File: src/rtl/mem_port_arbiter_pkg.sv
// Shared definitions for the unified-memory port arbiter: FSM states,
// access-size codes and architectural constants.
package mem_port_arbiter_pkg;

    typedef enum logic [1:0] {
        ST_IDLE = 2'd0,
        ST_DATA = 2'd1,
        ST_INST = 2'd2
    } arb_state_e;

    // funct3[1:0] gives the access size, funct3[2] selects zero-extension
    localparam logic [1:0] SZ_BYTE = 2'b00;
    localparam logic [1:0] SZ_HALF = 2'b01;
    localparam logic [1:0] SZ_WORD = 2'b10;

    localparam logic [1:0]  LOAD_OP_DEF = 2'b01;
    localparam logic [31:0] NOP_INSTR   = 32'h00000013;

    function automatic logic [1:0] access_size(input logic [2:0] funct3);
        return funct3[1:0];
    endfunction

endpackage

File: src/rtl/mem_lane_align.sv
// Byte-lane steering for the data port: store enables/replication,
// load extraction with sign/zero extension, and misalignment detection.
module mem_lane_align
    import mem_port_arbiter_pkg::*;
(
    input  logic [1:0]  addr_lo,
    input  logic [2:0]  funct3,
    input  logic [31:0] wdata_in,
    input  logic [31:0] rdata_in,
    output logic [3:0]  be,
    output logic [31:0] wdata,
    output logic [31:0] load_data,
    output logic        misalign
);

    logic [7:0]  rd_lane [4];
    logic [7:0]  byte_sel;
    logic [15:0] half_sel;
    logic        sign_byte;
    logic        sign_half;

    for (genvar gi = 0; gi < 4; gi++) begin : g_lane
        assign rd_lane[gi] = rdata_in[8*gi +: 8];
    end

    assign byte_sel  = rd_lane[addr_lo];
    assign half_sel  = addr_lo[1] ? rdata_in[31:16] : rdata_in[15:0];
    assign sign_byte = ~funct3[2] & byte_sel[7];
    assign sign_half = ~funct3[2] & half_sel[15];

    always_comb begin
        be        = 4'b1111;
        wdata     = wdata_in;
        load_data = rdata_in;
        misalign  = 1'b0;
        case (access_size(funct3))
            SZ_BYTE: begin
                be        = 4'b0001 << addr_lo;
                wdata     = {4{wdata_in[7:0]}};
                load_data = {{24{sign_byte}}, byte_sel};
            end
            SZ_HALF: begin
                be        = addr_lo[1] ? 4'b1100 : 4'b0011;
                wdata     = {2{wdata_in[15:0]}};
                load_data = {{16{sign_half}}, half_sel};
                misalign  = addr_lo[0];
            end
            default: begin
                misalign  = (addr_lo != 2'b00);
            end
        endcase
    end

endmodule

File: src/rtl/mem_port_arbiter.sv
// Arbitrates one single-port memory between instruction fetch and the M-stage
// data access; data wins, and StallMem freezes the pipeline until both are served.
module mem_port_arbiter
    import mem_port_arbiter_pkg::*;
#(
    parameter int         ADDR_W  = 32,
    parameter logic [1:0] LOAD_OP = LOAD_OP_DEF
) (
    input  logic              clk,
    input  logic              rst_n,
    input  logic              ireq,
    input  logic [31:0]       PCF,
    input  logic              MemWriteM,
    input  logic [1:0]        ResultSrcM,
    input  logic [31:0]       ALUResultM,
    input  logic [31:0]       WriteDataM,
    input  logic [2:0]        funct3M,
    output logic              mem_req,
    output logic              mem_we,
    output logic [ADDR_W-1:0] mem_addr,
    output logic [31:0]       mem_wdata,
    output logic [3:0]        mem_be,
    input  logic              mem_ready,
    input  logic [31:0]       mem_rdata,
    output logic [31:0]       InstrF,
    output logic [31:0]       ReadDataM,
    output logic              StallMem,
    output logic              MisalignM
);

    arb_state_e        state_q,     state_d;
    logic              mem_req_q,   mem_req_d;
    logic              mem_we_q,    mem_we_d;
    logic [ADDR_W-1:0] mem_addr_q,  mem_addr_d;
    logic [31:0]       mem_wdata_q, mem_wdata_d;
    logic [3:0]        mem_be_q,    mem_be_d;
    logic [31:0]       instr_q,     instr_d;
    logic [31:0]       rdata_q,     rdata_d;
    logic              misalign_q,  misalign_d;
    logic              iserved_q,   iserved_d;
    logic              dserved_q,   dserved_d;

    logic              dreq;
    logic              dpend;
    logic              ipend;
    logic              stall;
    logic [3:0]        lane_be;
    logic [31:0]       lane_wdata;
    logic [31:0]       lane_load;
    logic              lane_misalign;
    logic              unused_pc_lo;

    // Fetch addresses are always word aligned; the low PC bits carry no meaning here
    assign unused_pc_lo = ^PCF[1:0];

    assign dreq  = MemWriteM | (ResultSrcM == LOAD_OP);
    assign dpend = dreq & ~dserved_q;
    assign ipend = ireq & ~iserved_q;
    assign stall = dpend | ipend;

    mem_lane_align u_lane (
        .addr_lo   (ALUResultM[1:0]),
        .funct3    (funct3M),
        .wdata_in  (WriteDataM),
        .rdata_in  (mem_rdata),
        .be        (lane_be),
        .wdata     (lane_wdata),
        .load_data (lane_load),
        .misalign  (lane_misalign)
    );

    always_comb begin
        state_d     = state_q;
        mem_req_d   = mem_req_q;
        mem_we_d    = mem_we_q;
        mem_addr_d  = mem_addr_q;
        mem_wdata_d = mem_wdata_q;
        mem_be_d    = mem_be_q;
        instr_d     = instr_q;
        rdata_d     = rdata_q;
        misalign_d  = misalign_q;
        iserved_d   = iserved_q;
        dserved_d   = dserved_q;

        // Pipeline advances this edge: the next instruction pair starts fresh
        if (!stall) begin
            iserved_d  = 1'b0;
            dserved_d  = 1'b0;
            misalign_d = 1'b0;
        end

        case (state_q)
            ST_IDLE: begin
                if (dpend && lane_misalign) begin
                    misalign_d = 1'b1;
                    rdata_d    = '0;
                    dserved_d  = 1'b1;
                end else if (dpend) begin
                    state_d     = ST_DATA;
                    mem_req_d   = 1'b1;
                    mem_we_d    = MemWriteM;
                    mem_addr_d  = {ALUResultM[ADDR_W-1:2], 2'b00};
                    mem_wdata_d = lane_wdata;
                    mem_be_d    = lane_be;
                end else if (ipend) begin
                    state_d     = ST_INST;
                    mem_req_d   = 1'b1;
                    mem_we_d    = 1'b0;
                    mem_addr_d  = {PCF[ADDR_W-1:2], 2'b00};
                    mem_be_d    = 4'b1111;
                end
            end
            ST_DATA: begin
                if (mem_ready) begin
                    if (!MemWriteM) begin
                        rdata_d = lane_load;
                    end
                    dserved_d = 1'b1;
                    mem_req_d = 1'b0;
                    mem_we_d  = 1'b0;
                    mem_be_d  = 4'b0000;
                    state_d   = ST_IDLE;
                end
            end
            ST_INST: begin
                if (mem_ready) begin
                    instr_d   = mem_rdata;
                    iserved_d = 1'b1;
                    mem_req_d = 1'b0;
                    mem_be_d  = 4'b0000;
                    state_d   = ST_IDLE;
                end
            end
            default: begin
                state_d   = ST_IDLE;
                mem_req_d = 1'b0;
            end
        endcase
    end

    always_ff @(posedge clk or negedge rst_n) begin
        if (!rst_n) begin
            state_q     <= ST_IDLE;
            mem_req_q   <= 1'b0;
            mem_we_q    <= 1'b0;
            mem_addr_q  <= '0;
            mem_wdata_q <= '0;
            mem_be_q    <= 4'b0000;
            instr_q     <= NOP_INSTR;
            rdata_q     <= '0;
            misalign_q  <= 1'b0;
            iserved_q   <= 1'b0;
            dserved_q   <= 1'b0;
        end else begin
            state_q     <= state_d;
            mem_req_q   <= mem_req_d;
            mem_we_q    <= mem_we_d;
            mem_addr_q  <= mem_addr_d;
            mem_wdata_q <= mem_wdata_d;
            mem_be_q    <= mem_be_d;
            instr_q     <= instr_d;
            rdata_q     <= rdata_d;
            misalign_q  <= misalign_d;
            iserved_q   <= iserved_d;
            dserved_q   <= dserved_d;
        end
    end

    assign mem_req   = mem_req_q;
    assign mem_we    = mem_we_q;
    assign mem_addr  = mem_addr_q;
    assign mem_wdata = mem_wdata_q;
    assign mem_be    = mem_be_q;
    assign InstrF    = instr_q;
    assign ReadDataM = rdata_q;
    assign StallMem  = stall;
    assign MisalignM = misalign_q;

endmodule

File: config.mk
export PLATFORM = sky130hd
export DESIGN_NAME = mem_port_arbiter
export DESIGN_NICKNAME = d
export VERILOG_FILES = /design/src/rtl/mem_port_arbiter_pkg.sv /design/src/rtl/mem_lane_align.sv /design/src/rtl/mem_port_arbiter.sv
export SDC_FILE = /design/constraint.sdc
export NUM_CORES = 1
export LEC_CHECK = 0
export CAP_MARGIN = 20
export CORE_UTILIZATION = 45
export CTS_CLUSTER_SIZE = 30
export DETAILED_ROUTE_END_ITERATION = 6
export DONT_BUFFER_PORTS = 1
export SKIP_CTS_REPAIR_TIMING = 1
export SLEW_MARGIN = 0
export SYNTH_ARGS = -nofsm -noshare
export SYNTH_HDL_FRONTEND = slang
export SYNTH_HIERARCHICAL = 1
export SYNTH_SLANG_ARGS = --single-unit
File: constraint.sdc
create_clock -name clk -period 2.05 [get_ports clk]
set_clock_uncertainty 0.1 [all_clocks]
set_input_delay 0.205 -clock clk [delete_from_list [all_inputs] [get_ports clk]]
set_output_delay 0.205 -clock clk [all_outputs]
set_load 0.005 [all_outputs]
=== After elaboration in Yosys (flattened, before gate mapping) ===
Cells that the tools add are included.
Widths: inputs -> output; s select.

* Bits of input ports: 138
* Register bits: 139
* Word-level logic and storage cells: 93
* Output and inout port bits: 136

* Muxes and demuxes: 44
* Magnitude comparators: 1
* Reductions and logical operators: 15
* Shift-type cells: 1
* Bitwise gates (word level): 11
* Equality and inequality tests: 10

{| class="wikitable"
|+ Operators by type and width
! cell !! number
|-
| $pmux 32 s2 || 3
|-
| $mux 32 || 5
|-
| $mux 4 || 5
|-
| $bmux 8 s2 || 1
|-
| $mux 1 || 16
|-
| $mux 16 || 1
|-
| $mux 8 || 2
|-
| $pmux 4 s2 || 2
|-
| $reduce_and 4->1 || 3
|-
| $reduce_and 3->1 || 3
|-
| $mux 2 || 4
|-
| $ne 2x2->1 const B || 4
|-
| $pmux 1 s2 || 4
|-
| $reduce_bool 2->1 || 4
|-
| $eq 2x1->1 const B || 3
|-
| $and 1x1->1 || 4
|-
| $logic_not 2->1 || 2
|-
| $not 1->1 || 4
|-
| $pmux 2 s2 || 1
|-
| $shl 1x2->4 const A || 1
|-
| $ge 3x3->1 const B || 1
|-
| $ne 3x3->1 const B || 1
|-
| $not 2->3 || 1
|-
| $eq 2x2->1 const B || 1
|-
| 5 further kinds || 6
|}

=== Depth between registers and ports, before layout ===
* Depth in word-level cells: 9
* Gate-level depth with buffers: 9
* Gate-level depth less buffers: 6

=== Hierarchy ===
Netlist, hierarchy kept.

{| class="wikitable"
|+ Modules (own cells, without submodules)
! module !! sequential area each (µm²) !! times used !! area each (µm²) !! cells an instance
|-
| mem_port_arbiter || 3432.0 || 1 || 5990.7 || 440
|-
| mem_lane_align || 0.0 || 1 || 1305.0 || 174
|}

=== Least setup slack after synthesis ===
No wires, ideal clock.

* Kind: in2reg
* From: input funct3M[0]
* To: register mem_wdata_q[0] (netlist: mem_wdata[0])
* Setup slack: 0.110 ns
* Library setup time: 0.125 ns
* Data required time: 1.825 ns
* Arrival time: 1.715 ns
* Stages on the path: 9
* Buffers on the path: 3
* Cells stage by stage: buf_6 -> buf_2 -> a21oi_1 -> nor2_1 -> nor2_1 -> o21ai_2 -> nor2_1 -> buf_2 -> mux2_2

* Cells in the longest elaborated chain, start to end: 5
* Elaborated cells between the ends (all ways): 6
* Classes of those cells: eq/ne (1); mux (1); bitwise (1); reduce/logical (3)

{| class="wikitable"
|+ RTL lines
! what !! RTL line !! source
|-
| start, declared || mem_port_arbiter.sv:17 || <nowiki>input logic [2:0] funct3M,</nowiki>
|-
| $eq 2x1->1 / $logic_not 2->1 (equally long branches) || mem_lane_align.sv:36 || <nowiki>case (access_size(funct3))</nowiki>
|-
| $pmux 1 s2 (*) || mem_lane_align.sv:36 ||
|-
| named net lane_misalign || mem_port_arbiter.sv:50 || <nowiki>logic lane_misalign;</nowiki>
|-
| $logic_and 1x1->1 (*) || mem_port_arbiter.sv:94 || <nowiki>if (dpend && lane_misalign) begin</nowiki>
|-
| $not 1->1 (no line) (*) || - ||
|-
| $reduce_and 3->1 (no line) (*) || - ||
|-
| end signal, assigned || mem_port_arbiter.sv:159 || <nowiki>mem_wdata_q <= mem_wdata_d;</nowiki>
|-
| end, declared || mem_port_arbiter.sv:35 || <nowiki>logic [31:0] mem_wdata_q, mem_wdata_d;</nowiki>
|}

Mark *: on every way through the listed nets, which the timed path passes. The rest lies on a longest branch.
A chain may end at the register's enable or synchronous reset.

=== Worst setup path in the final report ===
* From: input WriteDataM[28]
* To: register mem_wdata_q[28] (netlist: mem_wdata[28])

* Cells in the longest elaborated chain, start to end: 1

{| class="wikitable"
|+ RTL lines
! what !! RTL line !! source
|-
| start, declared || mem_port_arbiter.sv:16 || <nowiki>input logic [31:0] WriteDataM,</nowiki>
|-
| $pmux 32 s2 || mem_lane_align.sv:36 ||
|-
| named net lane_wdata[28] || mem_port_arbiter.sv:48 || <nowiki>logic [31:0] lane_wdata;</nowiki>
|}

The timed path passes the listed nets, and every way through them passes these cells.

==> impl_metrics.yaml <==
floorplan:
  die_h_microns: 129
  core_sq_um: 15800
  design.portCount: 274
  rows: 46
  die_w_microns: 129
  dieArea_sq_um: 16700
  initial_core_util_pct: 46.1
pwr:
  sw_frac_of_total_pct: 31.6
  power.total_mw: 12.0
  p_int_mw: 8.20
  clkPwrFrac_pct: 27.2
  p_per_area_nw_per_um2: 1260
  irDropWorstVdd_mv: 0.836
  p_switching_mw: 3.79
  share_seq_of_total_power_pct: 42.5
  leakage_nw: 4.07
  comb_power_share_pct: 30.2
global_route:
  grt_pass1_vias: 4641
  antenna_found_initial: 0
  grt_max_degree: 138
  grt.total_usage_pct: 20.7
  grt-ovfl-total: 0
  grt_pass1_wl_mm: 25.8
setup_path:
  timing.critical_path.mode_cell: "dlygate4sd3_1"
  path_cells: "dlygate4sd3_1, nand2_1, dlygate4sd3_1, o21ai_0, dlygate4sd3_1, mux2_2"
  worst-path-stages: 6
  end_kind: "register"
  worst-path-max-fanout: 1
  regToRegStartpoint: "state_q[0]"
  slowest_delay_ns: 0.56
  cpLargestDelayFamily: "buffers and inverters"
  required_ns: 2.25
  crit_start: "WriteDataM[28]"
  worst-r2r-cell-count: 6
  startpoint_type: "input pin"
  reg2reg_to: "mem_addr[18]"
  critPathCapture: "mem_wdata[28]"
  arrival_ns: 2.28
  ff2ff_setup_slack_ns: 0.16
  cpMaxStageDelayCell: "dlygate4sd3_1"
  crit_buf_inv: 3
  critPathKind: "input pin to register"
placement:
  hpwl_mm: 12.5
  port-buffer-count: 0
  gp_congestion: 0.751
  place_area_sq_um: 7420
drt:
  wl_per_cell_microns: 20.5
  avgViaCountPerCell: 5.40
  firstDrtPassIters: 4
  via_count: 5248
  drc_errors: 0
  drtAntennaViolNets: 0
  drt_iter0_markers: 293
  wl_mm: 19.9
sta:
  max_slew.worst_pin.slew_ns: 0.593
  slew_headroom_pct: 60.5
  drv_slew: 0
  hold_viol_final: 138
  whs_ns: -0.609
  fin_tns_setup_ns: -0.0261
  min_period_ns: 2.07
  fin_ws_ns: -0.0242
  fmax_ghz: 0.482
  finalCritPeriodShare_pct: 101
  setup_violations: 2
clocking:
  path_clk_slew_ns: 0.06
  cts_tree: "done"
  insertion_delay_ns: 0.41
  cts_root_buffer: "clkbuf_16"
  numCtsBuffers: 17
  htreeDepth: 4
  clock_sinks: 137
  clock_path_buffers: 2
yosys:
  ys_seq_elements: 137
  ys_warn_count: 6
  ys_types: 51
  syn_avg_cell_area_sq_um: 11.9
  postSynthCellCount: 614
  synthesis.area_sq_um: 7300
  ys_seq_area_share_pct: 47.0
run_status:
  status: "finished with violations"
  violations: "negative hold slack, negative setup slack"
min_path:
  hold_class: "input pin to async pin"
cells_and_area:
  mostFrequentLayoutCell: "dlygate4sd3_1"
  nets: 883
  mostFrequentLayoutCells: "dlygate4sd3_1, dfrtp_1, mux2_2"
  drive_above_1_share_pct: 26.2
  diodes: 0
  final.fill_count: 1249
  design_area_sq_um: 9500
  syn2layout_area_growth_pct: 30.2
  multiInputGateArea_sq_um: 3380
  postLayoutCoreUtil_pct: 60.0
  layout.area.seq_sq_um: 3430
run:
  drv_cap: 0
worst min path at each step:
stage	start	cells past startpoint	slack, ns	to
2_1_floorplan	rst_n	0	-0.19	InstrF[10]
3_3_place_gp	rst_n	0	-0.19	InstrF[10]
3_5_place_dp	rst_n	0	-0.19	InstrF[10]
4_1_cts	rst_n	0	-0.63	InstrF[31]
5_1_grt	rst_n	0	-0.64	InstrF[10]
6_report	rst_n	0	-0.61	InstrF[10]
per-layer routing:
metal / track usage, % / part of all wire, %
met1: 23.4 / 38
met2: 35.3 / 52
met3: 9.21 / 8.4
met4: 6.09 / 1.3
met5: 0 / 0
metrics by stage:
step	worst slack, ns	hold slack, ns	instances
after CTS	0.169	-0.629	826
after floorplan	0.110	-0.191	615
final	-0.0242	-0.609	971
after detailed placement	0.182	-0.185	794
after global routing	-0.0445	-0.636	971
after global placement	0.218	-0.186	794
power by group through the flow:
| stage | sequential [mW] | clock [mW] | combinational [mW] |
|---|---|---|---|
| after global routing | 5.25 | 3.44 | 3.94 |
| after global placement | 5.10 | 0 | 3.22 |
| after detailed placement | 5.13 | 0 | 3.37 |
| after floorplan | 4.73 | 0 | 2.88 |
| after CTS | 5.11 | 3.32 | 3.37 |
| final | 5.10 | 3.26 | 3.62 |
cell type report:
class / count / area share (%)
inverters: 45 / 1.78
well taps: 216 / 2.85
multi-input cells: 382 / 35.6
repair buffers: 159 / 17.0
flip-flops and latches: 137 / 36.1
clock buffers: 21 / 4.85
clock inverters: 11 / 1.79
sequential cells by signal (all words and copies together), names as in the netlist:
signal and flops:
mem_wdata 32, mem_be 4, mem_we 1, MisalignM 1, state_q 2, ReadDataM 32, mem_req 1, mem_addr 30
InstrF 32, dserved_q 1, iserved_q 1
cell families after synthesis:
family / Yosys count / share of synthesized area, %
buffers and inverters: 96 / 6.93
muxes: 191 / 30.1
DFF: 137 / 47.0
AOI/OAI and AO/OA: 82 / 8.57
and+or+nand+nor: 104 / 6.79
other: 1 / 0.0514
adders and majority gates: 3 / 0.515
cells in the mapped netlist, drive strengths merged:
| library cell | number | area (sq um) |
|---|---|---|
| nand2b | 3 | 18.8 |
| nand2 | 49 | 184 |
| and2 | 1 | 6.26 |
| o32ai | 6 | 52.6 |
| clkbuf | 10 | 38.8 |
| o211ai | 1 | 12.5 |
| o2bb2ai | 1 | 8.76 |
| nor2b | 24 | 150 |
| o21bai | 5 | 41.3 |
| nand3 | 1 | 5.00 |
| a221o | 7 | 70.1 |
| inv | 45 | 169 |
| or2 | 2 | 12.5 |
| o221ai | 8 | 70.1 |
| dfstp | 3 | 78.8 |
| nand3b | 1 | 7.51 |
| mux2i | 48 | 480 |
| o22ai | 16 | 100 |
| nor3 | 2 | 15.0 |
| nand4 | 1 | 6.26 |
| a22oi | 10 | 88.8 |
| dfrtp | 134 | 3350 |
| o22a | 1 | 8.76 |
| or3b | 1 | 8.76 |
| a21o | 2 | 15.0 |
| o21ai | 14 | 73.8 |
| nor2 | 17 | 63.8 |
| a311oi | 1 | 8.76 |
| and2b | 1 | 7.51 |
| buf | 41 | 298 |
| o31ai | 1 | 7.51 |
| a31oi | 3 | 33.8 |
| conb | 1 | 3.75 |
| ha | 3 | 37.5 |
| a21oi | 6 | 33.8 |
| and4b | 1 | 10.0 |
| mux2 | 143 | 1720 |
Note: power is estimated with default switching activity, not from simulation.
